==> config.mk <==
export PLATFORM = sky130hd
export DESIGN_NAME = pipe_stage_skid
export DESIGN_NICKNAME = d
export VERILOG_FILES = /design/src/rtl/pipe_stage_skid.sv
export SDC_FILE = /design/constraint.sdc
export NUM_CORES = 1
export LEC_CHECK = 0
export CORE_ASPECT_RATIO = 0.6
export CORE_MARGIN = 2
export CORE_UTILIZATION = 50
export DETAILED_ROUTE_END_ITERATION = 6
export PLACE_DENSITY = 0.85
export SKIP_CTS_REPAIR_TIMING = 1
export SLEW_MARGIN = 0
export SYNTH_ARGS = -nofsm -noshare
export SYNTH_HDL_FRONTEND = slang
export SYNTH_SLANG_ARGS = --single-unit
==> constraint.sdc <==
create_clock -name clk -period 5.54 [get_ports clk]
set_input_delay 0.554 -clock clk [delete_from_list [all_inputs] [get_ports clk]]
set_output_delay 0.554 -clock clk [all_outputs]
set_load 0.02 [all_outputs]
==> src/rtl/pipe_stage_skid.sv <==
// -----------------------------------------------------------------------------
// pipe_stage_skid
//
// Reusable pipeline-stage register for any inter-stage boundary. It carries an
// opaque payload with valid/ready flow control through a 2-entry skid buffer,
// so a full-rate stream can pass without a combinational ready path. A flush
// turns the contents into bubbles, and a saturating counter records stall
// cycles at the output.
//
// Ports
//   clk            clock, all state updates on the rising edge
//   rst            synchronous active-high reset
//   up_valid       upstream offers up_payload this cycle
//   up_payload     upstream payload (DATA_W bits)
//   up_ready       stage can accept; registered, high unless both entries used
//   down_valid     head entry is valid; registered
//   down_payload   head payload, BUBBLE while the stage is empty; registered
//   down_ready     downstream consumes the head this cycle
//   flush          discard all contents at the next edge
//   occupancy      number of held entries, 0..2
//   stall_cnt      saturating count of cycles with down_valid && !down_ready
//   stall_cnt_clr  clear stall_cnt; wins over a same-cycle increment
// -----------------------------------------------------------------------------
module pipe_stage_skid #(
    parameter int unsigned       DATA_W = 64,
    parameter logic [DATA_W-1:0] BUBBLE = '0,
    parameter int unsigned       CNT_W  = 16
) (
    input  logic              clk,
    input  logic              rst,
    input  logic              up_valid,
    input  logic [DATA_W-1:0] up_payload,
    output logic              up_ready,
    output logic              down_valid,
    output logic [DATA_W-1:0] down_payload,
    input  logic              down_ready,
    input  logic              flush,
    output logic [1:0]        occupancy,
    output logic [CNT_W-1:0]  stall_cnt,
    input  logic              stall_cnt_clr
);

    // The state encoding is the occupancy itself, so it can be exported as-is.
    typedef enum logic [1:0] {
        EMPTY = 2'd0,
        ONE   = 2'd1,
        FULL  = 2'd2
    } state_t;

    localparam logic [CNT_W-1:0] CNT_MAX = '1;

    state_t              state_q, state_d;
    logic [DATA_W-1:0]   main_q, main_d;   // head entry, drives down_payload
    logic [DATA_W-1:0]   skid_q, skid_d;   // second entry, filled only under backpressure
    logic                rdy_q, rdy_d;
    logic                dv_q, dv_d;
    logic [CNT_W-1:0]    stall_q, stall_d;

    logic                acc;
    logic                con;

    // -------------------------------------------------------------------------
    // Next-state logic
    // -------------------------------------------------------------------------
    always_comb begin
        state_d = state_q;
        main_d  = main_q;
        skid_d  = skid_q;
        acc     = up_valid && rdy_q;
        con     = dv_q && down_ready;

        if (flush) begin
            // Transfers in the flush cycle are discarded, not merely delayed.
            state_d = EMPTY;
            main_d  = BUBBLE;
            skid_d  = BUBBLE;
        end else begin
            case (state_q)
                EMPTY: begin
                    if (acc) begin
                        state_d = ONE;
                        main_d  = up_payload;
                    end
                end
                ONE: begin
                    if (acc && con) begin
                        main_d  = up_payload;
                    end else if (acc) begin
                        state_d = FULL;
                        skid_d  = up_payload;
                    end else if (con) begin
                        // Head leaves with nothing behind it: show a bubble.
                        state_d = EMPTY;
                        main_d  = BUBBLE;
                    end
                end
                FULL: begin
                    // up_ready is low here, so only the drain case exists.
                    if (con) begin
                        state_d = ONE;
                        main_d  = skid_q;
                        skid_d  = BUBBLE;
                    end
                end
                default: begin
                    state_d = EMPTY;
                    main_d  = BUBBLE;
                    skid_d  = BUBBLE;
                end
            endcase
        end

        // Flow-control outputs are computed from the next state and registered,
        // which keeps down_ready off any path to up_ready.
        rdy_d = (state_d != FULL);
        dv_d  = (state_d != EMPTY);
    end

    // -------------------------------------------------------------------------
    // Stall counter: counts the cycle just ending if the head was held.
    // -------------------------------------------------------------------------
    always_comb begin
        stall_d = stall_q;
        if (stall_cnt_clr) begin
            stall_d = '0;
        end else if (dv_q && !down_ready && (stall_q != CNT_MAX)) begin
            stall_d = stall_q + CNT_W'(1);
        end
    end

    // -------------------------------------------------------------------------
    // Registers
    // -------------------------------------------------------------------------
    always_ff @(posedge clk) begin
        if (rst) begin
            state_q <= EMPTY;
            main_q  <= BUBBLE;
            skid_q  <= BUBBLE;
            rdy_q   <= 1'b1;
            dv_q    <= 1'b0;
            stall_q <= '0;
        end else begin
            state_q <= state_d;
            main_q  <= main_d;
            skid_q  <= skid_d;
            rdy_q   <= rdy_d;
            dv_q    <= dv_d;
            stall_q <= stall_d;
        end
    end

    // main_q is kept at BUBBLE whenever the stage is empty, so it drives the
    // output directly.
    assign up_ready     = rdy_q;
    assign down_valid   = dv_q;
    assign down_payload = main_q;
    assign occupancy    = state_q;
    assign stall_cnt    = stall_q;

endmodule
==> results.txt, run 1 <==
The die covers 13900 µm². The final layout contains 944 nets. The repair_antennas step left the layout with diodes totalling 0. The number of buffer cells added on primary ports is 153, and the leakage component of the power is 0.00281 µW. The clock-pin slew of the registers on the worst-case setup and hold paths is 60 ps.

The height of the chip works out to 92.0 µm. The most critical setup path has its endpoint at down_payload[30]$_SDFFE_PP0P_. The clock root buffer master is sky130_fd_sc_hd__clkbuf_16. Kind of launch point of the worst setup path: a register. Setup repair after global routing left no endpoint under its margin.

After floorplanning, the core was sized to cover 12700 µm². The tools report the final design utilization as 0.676. Endpoint kind of the worst setup timing path: a register. The combined area of all synthesized cells is 6460 µm². Combinational family with the most area after synthesis: compound AO/OA/AOI/OAI gates.

Dividing the detail-routed via count by the number of cells gives 6.04. At the worst endpoint, the arrival time is 3500 ps. For the via count of the first global-routing pass, the log shows 5742.

The share of post-route cells with drive strength above 1 is 0.0598, and the relative area change from synthesis to final layout is 33.2%. In this run the worst path has a maximum fanout of 66. The initial core utilization is 0.507, and the summed negative setup slack over all endpoints is 0 ps.

In the final routed layout, each cell accounts on average for 17.2 µm. The tools report the number of hold violations in the final report as 0. Max-cap violations in this run came to 0.

The simple logic cell fraction of the synthesized area was 0.138; the share of the yosys chip area belonging to registers was 0.459. The area fraction of the dominant cell type after synthesis works out to 0.459. The number of nets handed over by synthesis was 838. The run gives 4 as the depth of the CTS H-tree. Once detailed placement completed, the half-perimeter wirelength came to 10700 µm.

The largest total area in the synthesized netlist belongs to sky130_fd_sc_hd__dfxtp_1. For this run, the number of Yosys warnings is 0. Before antenna repair, the detailed router went through 5 iterations. The mean instance size in the synthesized netlist was 8.42 µm²; the global-route wire length before repair was 29400 µm. The post-route fraction of the period consumed by the critical path is 0.571. Startpoint-to-endpoint class of the critical path: register to register. The flop and latch count out of synthesis works out to 148. The tools report the start point of the critical path as occupancy[1]$_SDFF_PP0_. After detailed routing, the number of remaining DRC violations is 0. The worst register-to-register path has a setup slack of 2380 ps. Share of the synthesized area in compound gates (AO/OA/AOI/OAI): 0.347.

For the total power consumption of the routed design, the log shows 2580 µW. On the worst path, the slowest cell contributes a delay of 1060 ps. After synthesis, the cell types taking the most area are sky130_fd_sc_hd__dfxtp_1, sky130_fd_sc_hd__a21oi_1, sky130_fd_sc_hd__a22o_1, sky130_fd_sc_hd__a22oi_1, sky130_fd_sc_hd__nand2_1.

The measured slew at the worst slew-check pin works out to 1220 ps. OpenSTA, run right after detailed placement, puts the worst setup slack at 2060 ps. The synthesized netlist cell count came out at 767. The tools report the distinct cell type count of the synthesized netlist as 44. The count of final setup violators was 0. The min-delay analysis places its worst path in the category register to register. In this run the deepest clock path goes through 2 buffers. In this run the number of cells on the critical path is 6. The post-layout minimum cycle time came out at 3160 ps.

The initial antenna violation count is 0, and the all-layer global routing usage is 0.265. The cell with the biggest individual delay on the critical path was sky130_fd_sc_hd__o32ai_4. For the clock insertion delay at the later pin of the skew report, the log shows 420 ps. Clock skew on the completed layout was measured at 5.45 ps. Count of boundary I/O pins: 154. After routing the design area is 8600 µm². The tools report the number of clock sinks as 148. The cell area power density was 299 nW/µm².

STA puts the critical path data required time at 5880 ps. The fraction of the mapped netlist area in adder cells came out at 0.00194. The most numerous cell type found on the critical path is sky130_fd_sc_hd__buf_4. The die is 151 µm wide.

TritonCTS built the clock tree. In this run the critical register-to-register path is captured at down_payload[30]$_SDFFE_PP0P_. For this block, the initial DRC count from the detailed router was 525.

In this run the remaining antenna-violating nets after routing total 0. The share of the synthesized netlist area taken by xor and xnor gates is 0.00271. The flow ran to the end, and the final reports show no timing, DRC or antenna violations. Entering global routing, the biggest net connects 78 pins.

The total placed instance area was 8010 µm²; the max-slew violation count was 0. The via count was 6373; the final weighted congestion in routability-driven placement was 0.786. The headroom to the max-slew limit is 0.189, and the depth of the most critical reg-to-reg path is 6. The number of buffers and inverters on the critical path is 2. The worst register-to-register path begins at occupancy[1]$_SDFF_PP0_.

Traced cell by cell, the critical path runs through and3_2 > buf_4 > o32ai_4 > buf_4 > nand2_1 > a21oi_1. Timing would allow up to 316 MHz. Number of buffers created by CTS: 17.

Across the VDD grid, the largest voltage drop is 0.000220 V. Number of standard-cell rows in the floorplan: 32. The fraction of synthesized area in multiplexers works out to 0.00310.

The cell family contributing the most delay on the critical path is compound AO/OA/AOI/OAI gates. Fill cells in the final layout number 1038. Global routing finished with a remaining overflow of 0. For this block, the routed nets add up to 18200 µm of wire.

After layout, the worst setup slack is 2380 ps.
## cells by family after synthesis
logic type / Yosys count
AOI/OAI and AO/OA: 351
xor gates and xnor gates: 2
adders and majority gates: 1
buffers and inverters: 78
DFF: 148
muxes: 2
and+or+nand+nor: 185
## where the power goes
group	switching, µW	internal (µW)
Combinational	172	132
Clock	447	721
Sequential	17.3	1090
Total	636	1940
## per-stage QoR
step           hold WS, ps  std cells
2_1_floorplan          449        767
3_3_place_gp           438       1024
3_5_place_dp           446       1024
4_1_cts                454       1056
5_1_grt                468       1056
6_report               451       1056
## state kept, by name, indices dropped and copies added, names as in the netlist
name	count
stall_cnt	16
occupancy	2
down_payload	64
up_ready	1
down_valid	1
skid_q	64
## worst min path at each step
stage,start,endpoint,cells after the start
floorplan,skid_q[0]$_SDFFE_PP0P_,skid_q[0]$_SDFFE_PP0P_,2
global placement,down_payload[12]$_SDFFE_PP0P_,down_payload[12]$_SDFFE_PP0P_,2
detailed placement,down_payload[43]$_SDFFE_PP0P_,down_payload[43]$_SDFFE_PP0P_,2
CTS,down_payload[44]$_SDFFE_PP0P_,down_payload[44]$_SDFFE_PP0P_,2
global route,down_payload[29]$_SDFFE_PP0P_,down_payload[29]$_SDFFE_PP0P_,2
finish,down_payload[44]$_SDFFE_PP0P_,down_payload[44]$_SDFFE_PP0P_,2
## area by class of cell
class                      instances  area, µm²  share of cell area
multi-input combinational        541       3220               0.375
tap                              170        213              0.0247
clock buffer                      24        502              0.0583
timing repair buffer             161       1590               0.185
inverter                           4       15.0             0.00174
sequential                       148       2960               0.344
clock inverter                     8       97.6              0.0113
## tightest hold or removal path, delay by kind of cell (launching register included)
kind	cells	cell delay, ps
AO/OA/AOI/OAI	1	50
flip-flops	1	310
AND/OR/NAND/NOR	1	50
## cells in the mapped netlist, drive strengths merged
library cell	n
a2bb2oi	1
o21ai	72
o21a	2
clkbuf	57
dfxtp	148
or2	3
nand4	4
o311ai	2
a22oi	63
buf	17
ha	1
nand3b	1
and3	4
and4	1
xor2	2
o41ai	3
nor4	1
o32ai	1
a21oi	138
and3b	1
nand2b	2
o31ai	3
nor3	4
and2	1
a21boi	1
mux2i	2
or4	4
nor2b	1
nand3	6
nor2	8
nand4b	13
or3	9
inv	4
nand2	122
a31oi	2
a22o	63
## metal layers
| metal | track usage | wire (µm) |
|---|---|---|
| met4 | 0.0639 | 138 |
| met5 | 0 | 0 |
| met1 | 0.389 | 8390 |
| met2 | 0.385 | 7830 |
| met3 | 0.0731 | 1830 |
## cell usage in the layout (no fill, tap or decap), types with 2 or more instances in the layout
master	instances
sky130_fd_sc_hd__nor3_1	2
sky130_fd_sc_hd__clkbuf_1	2
sky130_fd_sc_hd__mux2i_1	2
sky130_fd_sc_hd__nand4b_1	13
sky130_fd_sc_hd__or3_1	8
sky130_fd_sc_hd__nand2b_1	2
sky130_fd_sc_hd__nand2_1	122
sky130_fd_sc_hd__and3_1	3
sky130_fd_sc_hd__clkinv_2	3
sky130_fd_sc_hd__buf_4	8
sky130_fd_sc_hd__o41ai_1	2
sky130_fd_sc_hd__dfxtp_1	148
sky130_fd_sc_hd__inv_1	3
sky130_fd_sc_hd__a21oi_1	138
sky130_fd_sc_hd__o21ai_0	71
sky130_fd_sc_hd__clkbuf_16	17
sky130_fd_sc_hd__a22o_1	63
sky130_fd_sc_hd__o31ai_1	3
sky130_fd_sc_hd__a22oi_1	63
sky130_fd_sc_hd__nand3_1	6
sky130_fd_sc_hd__bufinv_16	2
sky130_fd_sc_hd__or2_2	2
sky130_fd_sc_hd__o21a_1	2
sky130_fd_sc_hd__xor2_1	2
sky130_fd_sc_hd__nor2_1	7
sky130_fd_sc_hd__nor3_4	2
sky130_fd_sc_hd__or4_1	4
sky130_fd_sc_hd__clkinvlp_4	3
sky130_fd_sc_hd__clkbuf_8	5
sky130_fd_sc_hd__nand4_1	3
sky130_fd_sc_hd__clkdlybuf4s50_1	153
(Power assumes the default switching activity.)
==> inputs of run 2 (changes only) <==
==> constraint.sdc (replaced) <==
create_clock -name clk -period 3.2 [get_ports clk]
set_input_delay 0.32 -clock clk [delete_from_list [all_inputs] [get_ports clk]]
set_output_delay 0.32 -clock clk [all_outputs]
set_load 0.02 [all_outputs]
==> results.txt, run 2 (synthesis results as in run 1) <==
The run finished with clean final reports. The min-delay analysis places its worst path in the category register to register. The post-route fraction of the period consumed by the critical path came out at 0.664. The delay of the slowest cell on the worst path came out at 700 ps.

The most common library cell in the layout ignoring fill and taps was sky130_fd_sc_hd__clkdlybuf4s50_1. For this run, the post-layout net count is 954. The initial core utilization is 0.507. Walking the worst path, the cells encountered are buf_4 > clkdlybuf4s50_1.

The depth of the CTS H-tree is 4, and the HPWL reported at the end of detailed placement is 11000 µm. For this run, design rule violations remaining after detail routing come to 0. The mean routed wirelength per cell is 17.1 µm. The cell area power density was 509 nW/µm²; the headroom to the max-slew limit was 0.342.

The tools report the initial antenna violation count as 0. For the worst-skew pair, the clock arrives at the later sink with an insertion delay of 410 ps. The worst setup path is captured at an output port.

For the finished layout, the period the worst path requires is 2120 ps. The cell with the biggest individual delay on the critical path was sky130_fd_sc_hd__clkdlybuf4s50_1. The via count of the first global-routing pass was 5760. For the pin with the worst max-slew slack, the measured transition is 983 ps.

For the leftover overflow at the end of global routing, the log shows 0. The first TritonRoute pass finished after 5 iterations. The count of boundary I/O pins was 154. Along the worst path, the maximum fanout reaches 16. After floorplanning, the core was sized to cover 12700 µm². In this run the clock root is driven by a sky130_fd_sc_hd__clkbuf_16. After detailed routing, the number of vias per cell comes to 6.01. Buffers inserted during clock tree synthesis total 17. The final design utilization is 0.682.

The number of hold violations in the final report came out at 0. The kind of launch point of the worst setup path is a register. The worst hold path was traced through 2 stages. Startpoint-to-endpoint class of the critical path: register to output port. The longest clock path from root to sink contains 2 buffers. Compared with the post-synthesis result, the final layout area differs by 34.6%.

The die covers 13900 µm². Across all layers, the routed design uses 6407 vias. The cell type group with the largest total delay on the critical path was buffers and inverters. The number of max-cap violations came out at 0. Share of post-route cells with drive strength above 1: 0.0725. Leaving out fill and tap cells, the most frequent cells in the layout are sky130_fd_sc_hd__clkdlybuf4s50_1, sky130_fd_sc_hd__dfxtp_1, sky130_fd_sc_hd__a21oi_1. The number of antenna diodes in the final layout is 0. The tools report the highest clock frequency the design can meet as 471 MHz. The critical path crosses 2 cells after its start point. After the first detailed-routing iteration, the DRC count stood at 443. The final layout contains routed wiring with a total length of 18200 µm. The required time of the critical path is 2880 ps, and the summed negative setup slack over all endpoints is 0 ps. TritonCTS built the clock tree. The clock drives 148 sinks. The clock-pin slew of the registers on the worst-case setup and hold paths is 60 ps, and the width of the chip is 151 µm. The total buffers and inverters traversed by the critical path was 2; the number of standard-cell rows in the floorplan was 32.

The logs give 0 for the post-detailed-route count of antenna-violating nets and 1800 ps for the data arrival time of the critical path. The first global-routing pass estimated 29300 µm of wire. From bottom edge to top edge, the die measures 92.0 µm. The setup clock skew after layout came out at 12.1 ps. Entering global routing, the biggest net connects 66 pins. During placement, the flow inserted port buffers numbering 153. The count of final setup violators came out at 0. For the all-layer global routing usage, the log shows 0.263. The analysis attributes to cell leakage a power of 0.00287 µW. The tools report the maximum vdd drop as 0.000473 V. The run gives 0.803 as the final weighted congestion in routability-driven placement. Setup repair after global routing left no endpoint under its margin. The run gives 0 as the max-slew violation count. The depth of the most critical reg-to-reg path works out to 6.
[run 2: path summary, 6_finish.rpt]
| kind | start | to | slack (ps) |
|---|---|---|---|
| max | occupancy[0]$_SDFF_PP0_ | occupancy[0] | 1080 |
| min | down_payload[20]$_SDFFE_PP0P_ | down_payload[20]$_SDFFE_PP0P_ | 450 |
| max reg2reg | occupancy[1]$_SDFF_PP0_ | down_payload[3]$_SDFFE_PP0P_ | 1150 |
| min reg2reg | down_payload[20]$_SDFFE_PP0P_ | down_payload[20]$_SDFFE_PP0P_ | 450 |
[run 2: final cells by class]
cell class / instances / area, µm²
clock buffers: 19 / 453
clock inverters: 13 / 131
fillers: 1023 / 4040
inverters: 4 / 15.0
multi-input cells: 541 / 3220
flip-flops and latches: 148 / 2960
well taps: 170 / 213
repair buffers: 171 / 1690
[run 2: per-layer routing]
metal | share of wire | track usage | routed length, µm
met3 | 0.10 | 0.0577 | 1840
met2 | 0.43 | 0.384 | 7930
met5 | 0 | 0 | 0
met1 | 0.46 | 0.389 | 8370
met4 | 0.0052 | 0.0740 | 95
[run 2: tightest hold or removal path, cell delays in order (launching register included)]
cell,delay (ps)
sky130_fd_sc_hd__dfxtp_1,310
sky130_fd_sc_hd__nand2_1,50
sky130_fd_sc_hd__a21oi_1,50
[run 2: per-stage QoR]
stage	std cells	worst slack, ps	instance area, µm²	power, µW	hold slack [ps]
finish	1066	1080	8690	4420	449
global route	1066	923	8690	4580	472
CTS	1066	1070	8690	4430	451
detailed placement	1034	796	8110	2480	444
global placement	1034	864	8110	2480	438
floorplan	767	1270	6460	2230	449
[run 2: power by group]
group | internal (µW) | leakage, µW | switching, µW
Clock | 1190 | 0.000289 | 783
Combinational | 241 | 0.00138 | 306
Sequential | 1880 | 0.00120 | 22.8
